### src/rtl/branch_predictor_ctrl.sv
// Bimodal branch predictor with misprediction-recovery sequencing.
// Keeps ENTRIES 2-bit saturating counters indexed by PC[log2(ENTRIES)+1:2],
// predicts combinationally for fetch, trains on resolved conditional branches,
// and on a mispredict issues one redirect pulse followed by FLUSH_CYCLES of flush.
//
// Ports:
//   clk, rst            core clock, synchronous active-high reset
//   fetch_pc            PC being fetched; pred_taken is its combinational prediction
//   resolve_*           resolved instruction from execute (valid, is_branch, pc,
//                       taken, carried prediction, target)
//   redirect_valid/pc   one-cycle redirect to the PC unit (pc is 0 when not valid)
//   flush               kill younger instructions while recovering
//   branch_count        accepted conditional branches (wraps)
//   mispredict_count    accepted mispredictions (wraps)
module branch_predictor_ctrl #(
    parameter int unsigned ENTRIES      = 64,
    parameter int unsigned XLEN         = 32,
    parameter int unsigned FLUSH_CYCLES = 2
) (
    input  logic            clk,
    input  logic            rst,
    input  logic [XLEN-1:0] fetch_pc,
    output logic            pred_taken,
    input  logic            resolve_valid,
    input  logic            resolve_is_branch,
    input  logic [XLEN-1:0] resolve_pc,
    input  logic            resolve_taken,
    input  logic            resolve_pred_taken,
    input  logic [XLEN-1:0] resolve_target,
    output logic            redirect_valid,
    output logic [XLEN-1:0] redirect_pc,
    output logic            flush,
    output logic [31:0]     branch_count,
    output logic [31:0]     mispredict_count
);

    localparam int unsigned IDX_W = $clog2(ENTRIES);
    localparam int unsigned CNT_W = (FLUSH_CYCLES > 1) ? $clog2(FLUSH_CYCLES) : 1;

    typedef enum logic {
        S_IDLE  = 1'b0,
        S_FLUSH = 1'b1
    } state_t;

    state_t           state;
    logic [CNT_W-1:0] flush_cnt;
    logic [1:0]       pht [ENTRIES];

    logic [IDX_W-1:0] fetch_idx;
    logic [IDX_W-1:0] resolve_idx;
    logic             accepted;
    logic             mispredict;
    logic             unused_fetch_bits;

    assign fetch_idx   = fetch_pc[IDX_W+1:2];
    assign resolve_idx = resolve_pc[IDX_W+1:2];

    // Prediction reads the pre-update counter; same-cycle writes land next cycle.
    assign pred_taken = pht[fetch_idx][1];

    // Resolves during recovery belong to the flushed path and are dropped.
    assign accepted   = resolve_valid & resolve_is_branch & (state == S_IDLE);
    assign mispredict = accepted & (resolve_taken != resolve_pred_taken);

    // Fetch PC bits outside the index field do not participate in prediction.
    assign unused_fetch_bits = ^{fetch_pc[XLEN-1:IDX_W+2], fetch_pc[1:0]};

    // Pattern history table: saturating 2-bit counters, reset weakly not-taken.
    always_ff @(posedge clk) begin
        if (rst) begin
            for (int i = 0; i < ENTRIES; i++) begin
                pht[i] <= 2'b01;
            end
        end else if (accepted) begin
            if (resolve_taken) begin
                if (pht[resolve_idx] != 2'b11) begin
                    pht[resolve_idx] <= pht[resolve_idx] + 2'd1;
                end
            end else begin
                if (pht[resolve_idx] != 2'b00) begin
                    pht[resolve_idx] <= pht[resolve_idx] - 2'd1;
                end
            end
        end
    end

    // Recovery FSM with registered redirect/flush outputs and statistics.
    always_ff @(posedge clk) begin
        if (rst) begin
            state            <= S_IDLE;
            flush_cnt        <= '0;
            flush            <= 1'b0;
            redirect_valid   <= 1'b0;
            redirect_pc      <= '0;
            branch_count     <= 32'd0;
            mispredict_count <= 32'd0;
        end else begin
            redirect_valid <= 1'b0;
            redirect_pc    <= '0;
            if (accepted) begin
                branch_count <= branch_count + 32'd1;
            end
            case (state)
                S_IDLE: begin
                    if (mispredict) begin
                        mispredict_count <= mispredict_count + 32'd1;
                        redirect_valid   <= 1'b1;
                        redirect_pc      <= resolve_taken ? resolve_target
                                                          : resolve_pc + XLEN'(4);
                        flush_cnt        <= CNT_W'(FLUSH_CYCLES - 1);
                        flush            <= 1'b1;
                        state            <= S_FLUSH;
                    end
                end
                S_FLUSH: begin
                    if (flush_cnt == '0) begin
                        flush <= 1'b0;
                        state <= S_IDLE;
                    end else begin
                        flush_cnt <= flush_cnt - CNT_W'(1);
                    end
                end
                default: begin
                    flush <= 1'b0;
                    state <= S_IDLE;
                end
            endcase
        end
    end

endmodule

### config.mk
export PLATFORM = sky130hd
export DESIGN_NAME = branch_predictor_ctrl
export DESIGN_NICKNAME = d
export VERILOG_FILES = /design/src/rtl/branch_predictor_ctrl.sv
export SDC_FILE = /design/constraint.sdc
export NUM_CORES = 1
export LEC_CHECK = 0
export ABC_AREA = 1
export CAP_MARGIN = 20
export CORE_MARGIN = 3
export CORE_UTILIZATION = 40
export CTS_CLUSTER_SIZE = 12
export DETAILED_ROUTE_END_ITERATION = 12
export PLACE_DENSITY = 0.68
export SLEW_MARGIN = 20
export SYNTH_ARGS = -nofsm -noshare
export SYNTH_HDL_FRONTEND = slang
export SYNTH_SLANG_ARGS = --single-unit
### constraint.sdc
create_clock -name clk -period 2.55 [get_ports clk]
set_input_delay 0.6375 -clock clk [delete_from_list [all_inputs] [get_ports clk]]
set_output_delay 0.6375 -clock clk [all_outputs]
set_load 0.01 [all_outputs]
-- Word-level counts from Yosys, hierarchy flattened
Memory sizes are Yosys's and may differ from the RTL's.
Index checks and enable logic that the tools add are counted.
Widths: inputs -> output; s select.
- word-level logic and storage cells: 55
- output and inout port bits: 99
- input bits: 102
- memory bits (writable): 128
- register bits: 100
- memories: 1
- reductions and logical operators: 6
- $add $sub $neg: 6
- eq/ne operators: 4
- bitwise gates (word level): 6
- multiplexer cells: 25
- memory list (name ; words ; width ; read ports ; clocked after memory_dff ; write ports ; line ; source):
    pht ; 64 ; 2 ; 2 ; 0 ; 64 ; 47 ; logic [1:0] pht [ENTRIES];
- operators by type and width (cell ; count):
    $add 32x1->32 const B ; 2
    $add 32x3->32 const B ; 1
    $mux 32 ; 1
    $mux 1 ; 18
    $mux 6 ; 1
    $ne 2x2->1 const B ; 3
    $pmux 1 s2 ; 3
    $mux 2 ; 2
    $reduce_and 2->1 ; 2
    $reduce_or 2->1 ; 2
    $and 1x1->1 ; 3
    $reduce_or 3->1 ; 1
    $add 2x1->2 const B ; 1
    $not 1->1 ; 2
    $reduce_bool 2->1 ; 1
    $sub 2x1->2 const B ; 1
    $ne 1x1->1 ; 1
    $or 1x1->1 ; 1
    $sub 1x1->1 const B ; 1

-- Depth between registers and ports, before layout
Gate-level depths: netlist of the first run.
An unclocked memory read counts as a cell.
- depth in word-level cells: 10
- depth in mapped cells: 20
- mapped depth without buffers: 16

-- Worst setup path before layout of the first run
No wires, ideal clock.
- path type: input to register
- start point: in resolve_pc[2]
- end point: mem pht[38][0] (enable)
- setup time: 298 ps
- arrival: 2274 ps
- cell stages on the path: 16
- setup slack: -22 ps
- path buffers: 5
- required time: 2252 ps
- cell sequence: buf_4 -> buf_6 -> buf_6 -> o211ai_1 -> nand2_1 -> o21ai_0 -> nand2_1 -> nor2_2 -> nand2_1 -> nand2_1 -> nand2_1 -> nand2_1 -> buf_6 -> buf_4 -> nand3_1 -> nand2_1
- RTL lines (item ; line ; source):
    start: declaration ; 26 ; input logic [XLEN-1:0] resolve_pc,
    end: declaration ; 47 ;

==> results of run 1 <==
[cell usage after synthesis, drive strengths merged]
master / n
a211oi: 2
a21oi: 64
a22oi: 1
a31oi: 3
and3: 1
buf: 48
clkbuf: 53
clkinv: 2
dfxtp: 100
edfxtp: 128
ha: 3
inv: 141
nand2: 492
nand3: 117
nand3b: 2
nand4: 79
nor2: 236
nor3: 50
nor3b: 5
nor4: 9
o211ai: 8
o21a: 4
o21ai: 109
o21bai: 1
o221ai: 1
o22ai: 9
o31ai: 2
or2: 7
xnor2: 16
xor2: 21
[final cells by class]
cell class,instances,share of cell area
clock inverters,15,0.006880
multi-input cells,1242,0.3553
inverters,143,0.03110
repair buffers,351,0.2012
clock buffers,35,0.04221
flip-flops and latches,228,0.3348
well taps,396,0.02838
[layer usage]
metal | GRT usage | up-vias | wire, um
met3 | 0.05738 | 80 | 4020
met2 | 0.3789 | 570 | 19220
li1 | - | 6258 | -
met1 | 0.3057 | 6046 | 16880
met4 | 0.06290 | 0 | 1201
met5 | 0 | - | 0
[path summary, 6_finish.rpt]
| path | startpoint | end | depth (start not counted) |
|---|---|---|---|
| max | pht[6][1] | pred_taken | 8 |
| min | resolve_pc[6] | redirect_pc[6] | 3 |
| max reg2reg | pht[40][1] | pht[39][0] | 14 |
| min reg2reg | mispredict_count[31] | mispredict_count[31] | 1 |
[registers in the layout, summed over array words and instances, names as in the netlist]
signal,count
flush_cnt,1
mispredict_count,32
redirect_pc,32
redirect_valid,1
state,1
branch_count,32
pht,128
flush,1
[worst min-delay path, stage by stage]
cell and delay (ns):
sky130_fd_sc_hd__dlymetal6s2s_1 0.16, sky130_fd_sc_hd__o21ai_0 0.09, sky130_fd_sc_hd__a21oi_1 0.07
[what timing repair did]
item / in CTS / in global routing
buffers inserted: 8 / 8
gates cloned: 7 / 4
gates resized for setup: 52 / 104
setup endpoints to repair: 260 / 266
hold buffers: 0 / 0
pin swaps: 12 / 13
[cell usage in the layout (no fill, tap or decap), drive strengths merged, types with 2 or more instances in the layout]
master         Yosys  layout
a211oi             2       2
a21oi             64      64
a31oi              3       3
buf               48     176
clkbuf            53      41
clkdlybuf4s50      0     166
clkinv             2      13
dfxtp            100     100
edfxtp           128     128
ha                 3       3
inv              141     144
nand2            492     492
nand3            117     117
nand3b             2       2
nand4             79      79
nor2             236     236
nor3              50      50
nor3b              5       5
nor4               9       9
o211ai             8       8
o21a               4       4
o21ai            109     109
o22ai              9       9
o31ai              2       2
or2                7       7
xnor2             16      16
xor2              21      21
[metrics by stage]
step / area (um^2) / hold WS (ns) / utilization / std cells
2_1_floorplan: 12680 / 0.4549 / - / 1714
3_3_place_gp: 15760 / 0.4390 / 0.5098 / 2337
3_5_place_dp: 15760 / 0.4446 / 0.5098 / 2337
4_1_cts: 17020 / 0.4550 / 0.5505 / 2402
5_1_grt: 17460 / 0.4688 / 0.5648 / 2410
6_report: 17460 / 0.4495 / 0.5648 / 2410
[cell families (layout without fill, tap and decap cells)]
family / count (synthesis) / count (layout) / synth area share
and+or+nand+nor: 998 / 998 / 0.3422
buffers and inverters: 244 / 544 / 0.08260
DFF: 228 / 228 / 0.4611
AOI/OAI and AO/OA: 204 / 204 / 0.08556
xor gates and xnor gates: 37 / 37 / 0.02556
adders and majority gates: 3 / 3 / 0.002961
[power groups by stage]
| stage | combinational [uW] | clock (uW) | sequential [uW] |
|---|---|---|---|
| 6_report | 1360 | 3780 | 3980 |
| 4_1_cts | 1280 | 3830 | 3980 |
| 5_1_grt | 1470 | 3980 | 3980 |
| 2_1_floorplan | 648 | 0 | 4040 |
| 3_5_place_dp | 1180 | 0 | 4060 |
| 3_3_place_gp | 1160 | 0 | 4050 |
==> metrics list, run 1 <==
- During I/O placement, the number of pins put on the boundary was between 200 and 250.
- STA puts the critical path data required time at 1.91 ns.
- Clock latency on the worst-skew pair, taken at its later pin, is approximately 0.56 ns.
- Final-report setup violation count: 1
* Pwr/cell area: 522.6 mW/mm^2
* Internal power consumption: ~6600 uW
- Yosys top cell area share: 0.3032
- Type of element capturing the critical path: output pin
* Overall via count from detail_route: approximately 13000
- Dividing the detail-routed wire length by the instance count gives between 15 and 20 um.
- Vias/cell: 5.375
* Total power: ~9100 uW
* Post-synthesis area per instance: 7.397 um^2
* Top cells by area, synth: sky130_fd_sc_hd__edfxtp_1, sky130_fd_sc_hd__dfxtp_1, sky130_fd_sc_hd__nand2_1, sky130_fd_sc_hd__nor2_1, sky130_fd_sc_hd__nand3_1
- Routability-driven placement finished with a final weighted congestion of 0.9068.
- The first detailed-routing pass ran for 5 iterations.
* Clock tree from TritonCTS: done
- After detailed routing, the number of remaining DRC violations is 0.
- CTS clock-pin slew for the worst setup and hold paths: roughly 0.060 ns
* Maximum count of clock buffers along a single path: 3
- Synth Net Count: roughly 1800
- Initial cell density of the core: 0.4102
- In this design, the largest share of critical-path delay is due to compound AO/OA/AOI/OAI gates.
* Area growth syn-to-layout: 37.70%
- Endpoint arrival time on the critical path: around 2.1 ns
- In this run the worst hold path is classified as in -> reg.
- Violated checks: setup timing
- Setup repair after global routing missed its margin: true
* Total leakage power: 0.006967 uW
* Number of clock sinks: approximately 230
- Final hold violation count: 0
- Synthesis produced a netlist whose cell count is approximately 1700.
- Of the total power, the share spent switching nets is 0.2731.
- Chip Width: roughly 180 um
* Tcrit/Tclk final: 1.066
- Cell Rows: 64
- Once detail routing completed, the nets flagged for antenna violations numbered 0.
- The synthesized netlist contains 42 unique library cells.
- Largest net degree at the start of global routing: 65
- Subtracting the final worst setup slack from the clock period gives approximately 2.7 ns.
* Critical path's slowest cell: sky130_fd_sc_hd__edfxtp_1
- Largest stage delay on the critical path: roughly 0.46 ns
- Detailed Route WL: slightly above 40000 um
* Global-route wire length before repair: approximately 64000 um
- Core box area: 0.03091 mm^2
- Of the cells placed in the final design, the portion with a size suffix greater than 1 is 0.1663.
- Register share of total power: 0.436
- Initial antenna violation count: 0
- Clock network fraction of design power: 0.415
* Iter 0 DRT Violations: between 1000 and 1500
- Of all cell types, the one taking the most synthesized area is sky130_fd_sc_hd__edfxtp_1.
* Buffers plus inverters on the worst setup path: 1
- Peak supply drop: about 0.55 mV
- The worst setup path is launched from a register.
- Via count of the first global-routing pass: roughly 12000
- Worst setup slack after placement: -0.8906 ns
- Fill count: ~2800
- Worst-case headroom to the max-slew limit: 0.6330
- From bottom edge to top edge, the die measures about 180 um.
- Result of the run: finished, violations left
- Worst-margin pin slew: ~0.55 ns
- Final-report max-slew violation count: 0
* Final worst setup slack: -0.1678 ns
- The worst setup path is of the reg -> out kind.
- Clock skew on the completed layout was measured at 0.02087 ns.
- CTS Buf Count: 27
- CTS HTree Levels: 1
- Sum Neg Setup Slack: -0.1678 ns
- Synthesized area: roughly 0.013 mm^2
* Cell-by-cell trace of the critical path: o21ai_1 -> o22ai_1 -> or2_4 -> o211ai_1 -> o21ai_1 -> o211ai_1 -> nand2_1 -> buf_2
* Full die area: ~0.034 mm^2
- In the final layout, the multi-input gates occupy roughly 0.0062 mm^2.
* Synth Register Bits: between 200 and 250
- In the global route stage, overall resource usage came out at 0.2310.
* Antenna cells: 0
- Net Sw Power: between 2000 and 2500 uW
* Fraction of the yosys area taken by sequential cells: 0.4611
* Warnings from Yosys: 0
- Critical-path maximum fanout: 2
* Storage cell area: around 0.0058 mm^2
- Final #Nets: 2098
* Maximum operating frequency: about 370 MHz
- Of the total power, combinational logic draws 0.149.
- Max cap viols: 0
* IO Port Bufs: around 170
* Register-to-register setup slack: 0.14 ns
* HPWL after detailed placement: around 28000 um
* Aggregate global routing overflow: 0
* Clock root buffer: sky130_fd_sc_hd__clkbuf_16
(Power assumes the default switching activity.)
==> run 2, diff against run 1 <==
--- a/config.mk
+++ b/config.mk
@@ -11,6 +11,7 @@
 export CORE_UTILIZATION = 40
 export CTS_CLUSTER_SIZE = 12
 export DETAILED_ROUTE_END_ITERATION = 12
+export HOLD_SLACK_MARGIN = 0.12
 export PLACE_DENSITY = 0.68
 export SLEW_MARGIN = 20
 export SYNTH_ARGS = -nofsm -noshare
==> results of run 2 <==
Same layout as run 1: the final DEF is identical, and so are final timing and power.
